## src/rtl/pwm_duty_setpoint_if.sv

```systemverilog
// pwm_duty_setpoint_if: button, load and duty-output signals of pwm_duty_setpoint.
interface pwm_duty_setpoint_if #(parameter int WIDTH = 8);
    logic             btn_up;
    logic             btn_dn;
    logic             load;
    logic [WIDTH-1:0] load_val;
    logic [WIDTH-1:0] setpoint;
    logic [WIDTH-1:0] duty;
    logic             busy;
    logic             at_target;
    modport master (output btn_up, btn_dn, load, load_val, input setpoint, duty, busy, at_target);
    modport slave (input btn_up, btn_dn, load, load_val, output setpoint, duty, busy, at_target);
endinterface

```

## src/rtl/pwm_duty_setpoint.sv

```systemverilog
// pwm_duty_setpoint: debounced up/down buttons and a load port set a clamped setpoint; duty follows it.
// PWM_SLEW_EN: when defined duty ramps one LSB per RAMP_DIV cycles, otherwise duty follows setpoint next cycle.
module pwm_duty_setpoint #(
    parameter int WIDTH      = 8,
    parameter int MAX_DUTY   = 100,
    parameter int STEP       = 10,
    parameter int DEB_CYCLES = 200000,
    parameter int RAMP_DIV   = 10000
) (
    input logic clk_i,
    input logic rst_i,
    pwm_duty_setpoint_if.slave bus
);
    localparam int DW = $clog2(DEB_CYCLES + 1);
    localparam logic [WIDTH-1:0] MAX = WIDTH'(MAX_DUTY);
    if (RAMP_DIV < 1 || MAX_DUTY >= 2 ** WIDTH || DEB_CYCLES < 1) begin : g_bad_cfg
        $error("pwm_duty_setpoint: invalid parameters");
    end
    logic [1:0]           raw, sync1, sync2, stable, press;
    logic [1:0][DW-1:0]   cnt;
    logic [WIDTH-1:0]     setpoint, duty, sp_next, up_val, dn_val;
    logic [WIDTH:0]       sum;
    logic                 at_target;
    assign raw = {bus.btn_dn, bus.btn_up};
    always_comb begin
        sum     = {1'b0, setpoint} + (WIDTH+1)'(STEP);
        up_val  = (sum > (WIDTH+1)'(MAX_DUTY)) ? MAX : sum[WIDTH-1:0];
        dn_val  = (setpoint < WIDTH'(STEP)) ? '0 : setpoint - WIDTH'(STEP);
        sp_next = bus.load ? ((bus.load_val > MAX) ? MAX : bus.load_val)
                : (press == 2'b01) ? up_val
                : (press == 2'b10) ? dn_val : setpoint;
    end
    // bit 0 is the up button, bit 1 the down button
    always_ff @(posedge clk_i or posedge rst_i) begin
        if (rst_i) begin
            sync1    <= '0;
            sync2    <= '0;
            stable   <= '0;
            press    <= '0;
            cnt      <= '0;
            setpoint <= '0;
        end else begin
            sync1    <= raw;
            sync2    <= sync1;
            setpoint <= sp_next;
            for (int j = 0; j < 2; j++) begin
                press[j] <= sync2[j] & ~stable[j] & (cnt[j] == DW'(DEB_CYCLES - 1));
                if (sync2[j] == stable[j]) begin
                    cnt[j] <= '0;
                end else if (cnt[j] == DW'(DEB_CYCLES - 1)) begin
                    stable[j] <= sync2[j];
                    cnt[j]    <= '0;
                end else begin
                    cnt[j] <= cnt[j] + DW'(1);
                end
            end
        end
    end
`ifdef PWM_SLEW_EN
    localparam int PW = $clog2(RAMP_DIV + 1);
    logic [PW-1:0]    pre;
    logic             tick;
    logic [WIDTH-1:0] duty_next;
    always_comb begin
        tick      = pre == PW'(RAMP_DIV - 1);
        duty_next = !tick ? duty
                  : (duty < setpoint) ? duty + 1'b1
                  : (duty > setpoint) ? duty - 1'b1 : duty;
    end
    always_ff @(posedge clk_i or posedge rst_i) begin
        if (rst_i) begin
            pre       <= '0;
            duty      <= '0;
            at_target <= 1'b0;
        end else begin
            pre       <= tick ? '0 : pre + PW'(1);
            duty      <= duty_next;
            at_target <= (duty != setpoint) && (duty_next == setpoint);
        end
    end
`else
    always_ff @(posedge clk_i or posedge rst_i) begin
        if (rst_i) duty <= '0;
        else duty <= setpoint;
    end
    assign at_target = 1'b0;
`endif
    assign bus.setpoint  = setpoint;
    assign bus.duty      = duty;
    assign bus.busy      = duty != setpoint;
    assign bus.at_target = at_target;
endmodule
```

## src/flat_wrapper.sv

```systemverilog
// flat-port wrapper written by rule: the top's interface ports become plain ports
module pwm_duty_setpoint_flat 
#(
    parameter int WIDTH      = 8,
    parameter int MAX_DUTY   = 100,
    parameter int STEP       = 10,
    parameter int DEB_CYCLES = 200000,
    parameter int RAMP_DIV   = 10000
)
  (clk_i, rst_i, bus_btn_up, bus_btn_dn, bus_load, bus_load_val, bus_setpoint, bus_duty, bus_busy, bus_at_target);
  pwm_duty_setpoint_if #(.WIDTH(WIDTH)) bus_i ();
  input logic clk_i;
  input logic rst_i;
  input wire logic [$bits(bus_i.btn_up)-1:0] bus_btn_up;
  input wire logic [$bits(bus_i.btn_dn)-1:0] bus_btn_dn;
  input wire logic [$bits(bus_i.load)-1:0] bus_load;
  input wire logic [$bits(bus_i.load_val)-1:0] bus_load_val;
  output wire logic [$bits(bus_i.setpoint)-1:0] bus_setpoint;
  output wire logic [$bits(bus_i.duty)-1:0] bus_duty;
  output wire logic [$bits(bus_i.busy)-1:0] bus_busy;
  output wire logic [$bits(bus_i.at_target)-1:0] bus_at_target;
  assign bus_i.btn_up = bus_btn_up;
  assign bus_i.btn_dn = bus_btn_dn;
  assign bus_i.load = bus_load;
  assign bus_i.load_val = bus_load_val;
  assign bus_setpoint = bus_i.setpoint;
  assign bus_duty = bus_i.duty;
  assign bus_busy = bus_i.busy;
  assign bus_at_target = bus_i.at_target;
  pwm_duty_setpoint #(.WIDTH(WIDTH), .MAX_DUTY(MAX_DUTY), .STEP(STEP), .DEB_CYCLES(DEB_CYCLES), .RAMP_DIV(RAMP_DIV)) u_core (.clk_i(clk_i), .rst_i(rst_i), .bus(bus_i));
endmodule
```

## config.mk

```make
export PLATFORM = sky130hd
export DESIGN_NAME = pwm_duty_setpoint_flat
export DESIGN_NICKNAME = d
export VERILOG_FILES = /design/src/rtl/pwm_duty_setpoint_if.sv /design/src/rtl/pwm_duty_setpoint.sv /design/src/flat_wrapper.sv
export SDC_FILE = /design/constraint.sdc
export NUM_CORES = 1
export LEC_CHECK = 0
export CORE_MARGIN = 2
export CORE_UTILIZATION = 50
export DETAILED_ROUTE_END_ITERATION = 8
export DONT_BUFFER_PORTS = 1
export SYNTH_ARGS = -nofsm -noshare
export SYNTH_HDL_FRONTEND = slang
export SYNTH_SLANG_ARGS = --single-unit
```

## constraint.sdc

```tcl
create_clock -name clk_i -period 2.8 [get_ports clk_i]
set_clock_uncertainty 0.05 [all_clocks]
set_input_delay 0.42 -clock clk_i [delete_from_list [all_inputs] [get_ports clk_i]]
set_output_delay 0.42 -clock clk_i [all_outputs]
set_load 0.05 [all_outputs]
```

After elaboration in Yosys (flattened, before gate mapping)
Cells that the tools add are included.
{"block": "op_classes", "add_sub_neg": 4, "n_lt_le_gt_ge": 3, "eq_ne": 7, "n_mux": 10, "n_bitwise": 8, "n_reduce_logical": 3}
{"operator": "two-way mux 18 bit", "count": 4}
{"operator": "two-way mux 8 bit", "count": 6}
{"operator": "adder 18 x 1 -> 18 bit, second input constant", "count": 2}
{"operator": "== test 18 bit, second input constant", "count": 2}
{"operator": "adder 8 x 4 -> 9 bit, second input constant", "count": 1}
{"operator": "> comparator 9 x 7 -> 1 bit, second input constant", "count": 1}
{"operator": "> comparator 8 x 7 -> 1 bit, second input constant", "count": 1}
{"operator": "< comparator 8 x 4 -> 1 bit, second input constant", "count": 1}
{"operator": "!= test 8 bit", "count": 1}
{"operator": "subtractor 8 x 4 -> 8 bit, second input constant", "count": 1}
{"operator": "bitwise AND 1 bit", "count": 4}
{"operator": "NOT 1 bit", "count": 4}
{"operator": "AND reduction 2 bit", "count": 2}
{"operator": "nonzero test 3 bit", "count": 1}
{"operator": "== test 1 bit", "count": 2}
{"operator": "== test 2 x 1 -> 1 bit, second input constant", "count": 1}
{"operator": "== test 2 bit, second input constant", "count": 1}
{"block": "totals", "register_bits": 60, "input_bits": 13, "wordCells": 44}

Longest topological paths before layout
{"block": "logic_depth", "depth_word": 5, "ltp_mapped": 9, "depth_no_buf": 8}

Worst setup path before layout
Ideal clock, no wire load.
{"block": "synth_path", "kind": "register to register", "startpoint": "reg u_core.setpoint[2] (netlist: u_core.bus.setpoint[2])", "endpoint": "reg u_core.setpoint[2] (netlist: u_core.bus.setpoint[2])", "setup_time_ns": 0.123, "arrival_time_ns": 2.457, "required_ns": 2.627, "path_slack_ns": 0.170, "path_stages_with_launch": 9, "n_path_buf": 1, "path_cell_list": "dfrtp_1 > buf_4 > inv_1 > ha_1 > or3b_1 > o31ai_2 > o32ai_4 > o32a_1 > o221a_1"}
{"block": "synth_between", "elab_chain_cells": 5, "word_cells_on_any_way": 9, "classes_between": "2 x add/sub; 2 x order compare; 5 x mux"}
{"element": "start: declaration", "line": "pwm_duty_setpoint.sv:21", "source": "logic [WIDTH-1:0] setpoint, duty, sp_next, up_val, dn_val;"}
{"element": "start signal: assignment", "line": "pwm_duty_setpoint.sv:45", "source": "setpoint <= sp_next;"}
{"element": "adder 8 x 4 -> 9 bit (tied with other cells)", "line": "pwm_duty_setpoint.sv:26", "source": "sum = {1'b0, setpoint} + (WIDTH+1)'(STEP);"}
{"element": "> comparator 9 x 7 -> 1 bit or two-way mux 8 bit (tied branches)", "line": "pwm_duty_setpoint.sv:27, pwm_duty_setpoint.sv:28"}
{"element": "two-way mux 8 bit, on equally long branches", "line": "pwm_duty_setpoint.sv:27, pwm_duty_setpoint.sv:31"}
{"element": "two-way mux 8 bit *", "line": "pwm_duty_setpoint.sv:30", "source": ": (press == 2'b01) ? up_val"}
{"element": "two-way mux 8 bit *", "line": "pwm_duty_setpoint.sv:29", "source": "sp_next = bus.load ? ((bus.load_val > MAX) ? MAX : bus.load_val)"}
Every way passes the cells marked *; elsewhere a longest branch is shown, timed or not. The select of a mux whose other input is x is not followed.
A chain may end at the register's enable or synchronous reset.

Worst setup path in the final report
{"block": "layout_path", "startpoint": "reg u_core.setpoint[5] (netlist: u_core.bus.setpoint[5])", "endpoint": "out bus_busy"}
{"block": "layout_between", "elab_chain_cells": 1}
{"element": "!= test 8 bit", "line": "pwm_duty_setpoint.sv:90", "source": "assign bus.busy = duty != setpoint;"}
{"element": "end: declaration", "line": "flat_wrapper.sv:20", "source": "output wire logic [$bits(bus_i.busy)-1:0] bus_busy;"}
Every way passes these cells.

==> key figures <==
Outcome
  • Outcome: finished, final reports clean

Clocking
  • Worst skew pair latency: 340 ps
  • CTS root buffer: clkbuf_8
  • CTS Hold Bufs: 0
  • CTS tree: done
  • Cts repair resizes: 0
  • Post-CTS Setup Inserts: 0
  • CTS clk-pin slew, worst paths: 70 ps
  • Clock sink count: 60
  • # H-tree levels: 3
  • CTS Buffer Depth: 2
  • CTS Buf Count: 9

Layout
  • Most frequent cells in the layout: 60 x dfrtp_1, 52 x nor2_1, 31 x xor2_1
  • Nets: 351
  • Most common cell after layout, fill and taps aside: dfrtp_1
  • Diodes inserted: 0
  • Share of layout cells above drive strength 1: 0.113
  • Layout area overhead: 7.98%

Power
  • Static leakage: 0.00156 µW
  • PwrDens: 618 nW/µm²
  • Peak VDD IR: 0.000343 V

Setup path
  • Critical path's slowest cell: dfrtp_1
  • Worst Path Required: 2330 ps
  • Worst Path Arrival: 2020 ps
  • Worst path cell trace: buf_4 -> xor2_1 -> nor4_1 -> nand2_1
  • CP peak stage delay: 640 ps
  • Reg-to-reg startpoint: u_core.bus.setpoint[4]
  • Critical path type: register to output pin
  • Critical Path Source: u_core.bus.setpoint[5]
  • Worst setup SP type: register
  • Critical path endpoint category: output pin
  • Critical path peak fanout: 11

Logic synthesis
  • Gate Count Post-Synth: 327
  • Sequential area share after synthesis: 0.465
  • Post-synthesis average cell area: 9.88 µm²
  • Mapped Nets: 346
  • Ys flop type: dfrtp_1
  • Synth cell types: 60
  • Async SR Flop Fraction: 1.00
  • Synthesis-stage register bit count: 60
  • Post-synth EDFFs: 0
  • Yosys warns: 0
  • Mapped Area: 3230 µm²

Timing
  • Setup ws final: 309 ps
  • Max-Slew Margin vs Limit: 0.492
  • Final hold violation count: 0
  • Least-Margin Pin Slew: 755 ps
  • Max Slew Vio Count: 0
  • RSZ-0062 raised after global routing: false
  • Final setup violation count: 0
  • Fmax: 401 MHz
  • Fin Setup TNS: 0 ps
  • Final worst-path cycle share: 0.890
  • Min Tclk post-route: 2490 ps

Floorplan
  • Starting Density: 0.512
  • Core box area: 6310 µm²
  • Die ar.: 7120 µm²
  • Die W: 84.4 µm
  • Ports: 31
  • Die Span Y: 84.4 µm
  • Row cnt: 29

Min path
  • HP Start: bus_btn_dn
  • Hold/Removal Path Class: input port to register

Place
  • Buffers added on ports: 0
  • GP Congestion: 0.821
  • Dpl ws: 507 ps
  • DP HPWL: 4090 µm

Global route
  • Vias in the first global route: 2315
  • First-pass GRT wire length: 10500 µm
  • Total GRT Usage: 0.185
  • Global route overflow: 0
  • Initial antenna violation count: 0
  • Largest net degree at the start of global routing: 61

Drt
  • Routed Antenna Nets: 0
  • WL/cell: 14.4 µm
  • Drt drc: 0
  • Via density: 5.51
  • Final wirelength: 5970 µm
  • Drt pass-1 iters: 4
  • Drt first-iter violations: 211
  • Vias: 2282

Flow run
  • Max_cap viols: 0
[worst paths after layout]
check,end,slack [ps],cells past startpoint
max in group asynchronous,u_core.cnt[7],2070,2
max reg2reg,u_core.bus.setpoint[3],480,6
min in group asynchronous,u_core.cnt[9],120,2
max,bus_busy,310,4
min,u_core.sync1[1],60,0
min reg2reg,u_core.sync2[0],300,0
[flip-flops by register name, summed over array words and instances, names as in the netlist]
| signal | cells |
|---|---|
| u_core.cnt | 36 |
| u_core.bus.duty | 8 |
| u_core.bus.setpoint | 8 |
| u_core.press | 2 |
| u_core.stable | 2 |
| u_core.sync1 | 2 |
| u_core.sync2 | 2 |
[worst max-delay path: cells and delay by family (launching register included)]
| family | cells | cell delay [ps] |
|---|---|---|
| xor+xnor | 1 | 90 |
| buf+inv | 1 | 310 |
| flops | 1 | 640 |
| simple gates | 2 | 640 |
[power by group]
part | internal [µW] | switching, µW | total, µW
registers | 902 | 110 | 1010
clock network | 457 | 340 | 797
logic | 133 | 214 | 347
total | 1490 | 664 | 2160
[synthesized netlist by cell type, drive strengths merged, types with 2 or more instances]
cell type	instances	area, µm²
nor3	7	35.0
and2	3	18.8
nand2b	4	25.0
nor2b	6	37.5
dfrtp	60	1500
nor4	5	31.3
inv	10	37.5
nor2	52	195
xnor2	13	114
nor4b	2	17.5
and3	12	76.3
nand3	20	100
nand2	24	90.1
o31ai	2	20.0
nand3b	3	35.0
ha	6	75.1
o41ai	2	25.0
o21ai	7	35.0
mux2	4	45.0
clkbuf	6	22.5
xor2	32	288
a21oi	6	30.0
buf	8	78.8
nand4	3	18.8
o22ai	2	12.5
a31oi	2	12.5
o221a	2	31.3
and4	2	17.5
[layer usage]
| metal | global-route usage | routed length, µm | share of wire |
|---|---|---|---|
| met5 | 0 | 0 | 0 |
| met2 | 0.291 | 2770 | 0.46 |
| met3 | 0.0580 | 308 | 0.052 |
| met1 | 0.244 | 2830 | 0.47 |
| met4 | 0.0649 | 55 | 0.0092 |
[layout make-up]
type,instances,area [µm²]
clock inverters,4,47.5
well taps,77,96.3
repair buffers,8,60.1
fillers,571,2820
inverters,10,37.5
clock buffers,12,155
flip-flops and latches,60,1500
multi-input cells,243,1590
[cell families (layout without fill, tap and decap cells)]
| group | after synthesis | in the layout | share of synthesized area |
|---|---|---|---|
| XOR/XNOR | 45 | 45 | 0.124 |
| AND/OR/NAND/NOR | 151 | 151 | 0.237 |
| buffers and inverters | 24 | 34 | 0.0430 |
| AO/OA/AOI/OAI | 36 | 36 | 0.0933 |
| adder cells (fa/ha/maj) | 6 | 6 | 0.0232 |
| other | 1 | 1 | 0.00116 |
| flip-flops | 60 | 60 | 0.465 |
| multiplexers | 4 | 4 | 0.0139 |
[through the flow]
step                      cell area, µm²  power (µW)  utilization  hold WS, ps  instances
after floorplan                     3230        1320            -          281        327
after global placement              3290        1370        0.521          283        398
after detailed placement            3290        1380        0.521          290        398
after CTS                           3490        2180        0.553         44.2        414
after global routing                3490        2270        0.553         30.9        414
final                               3490        2160        0.553         60.9        414
Power figures use the tool's default switching activity.
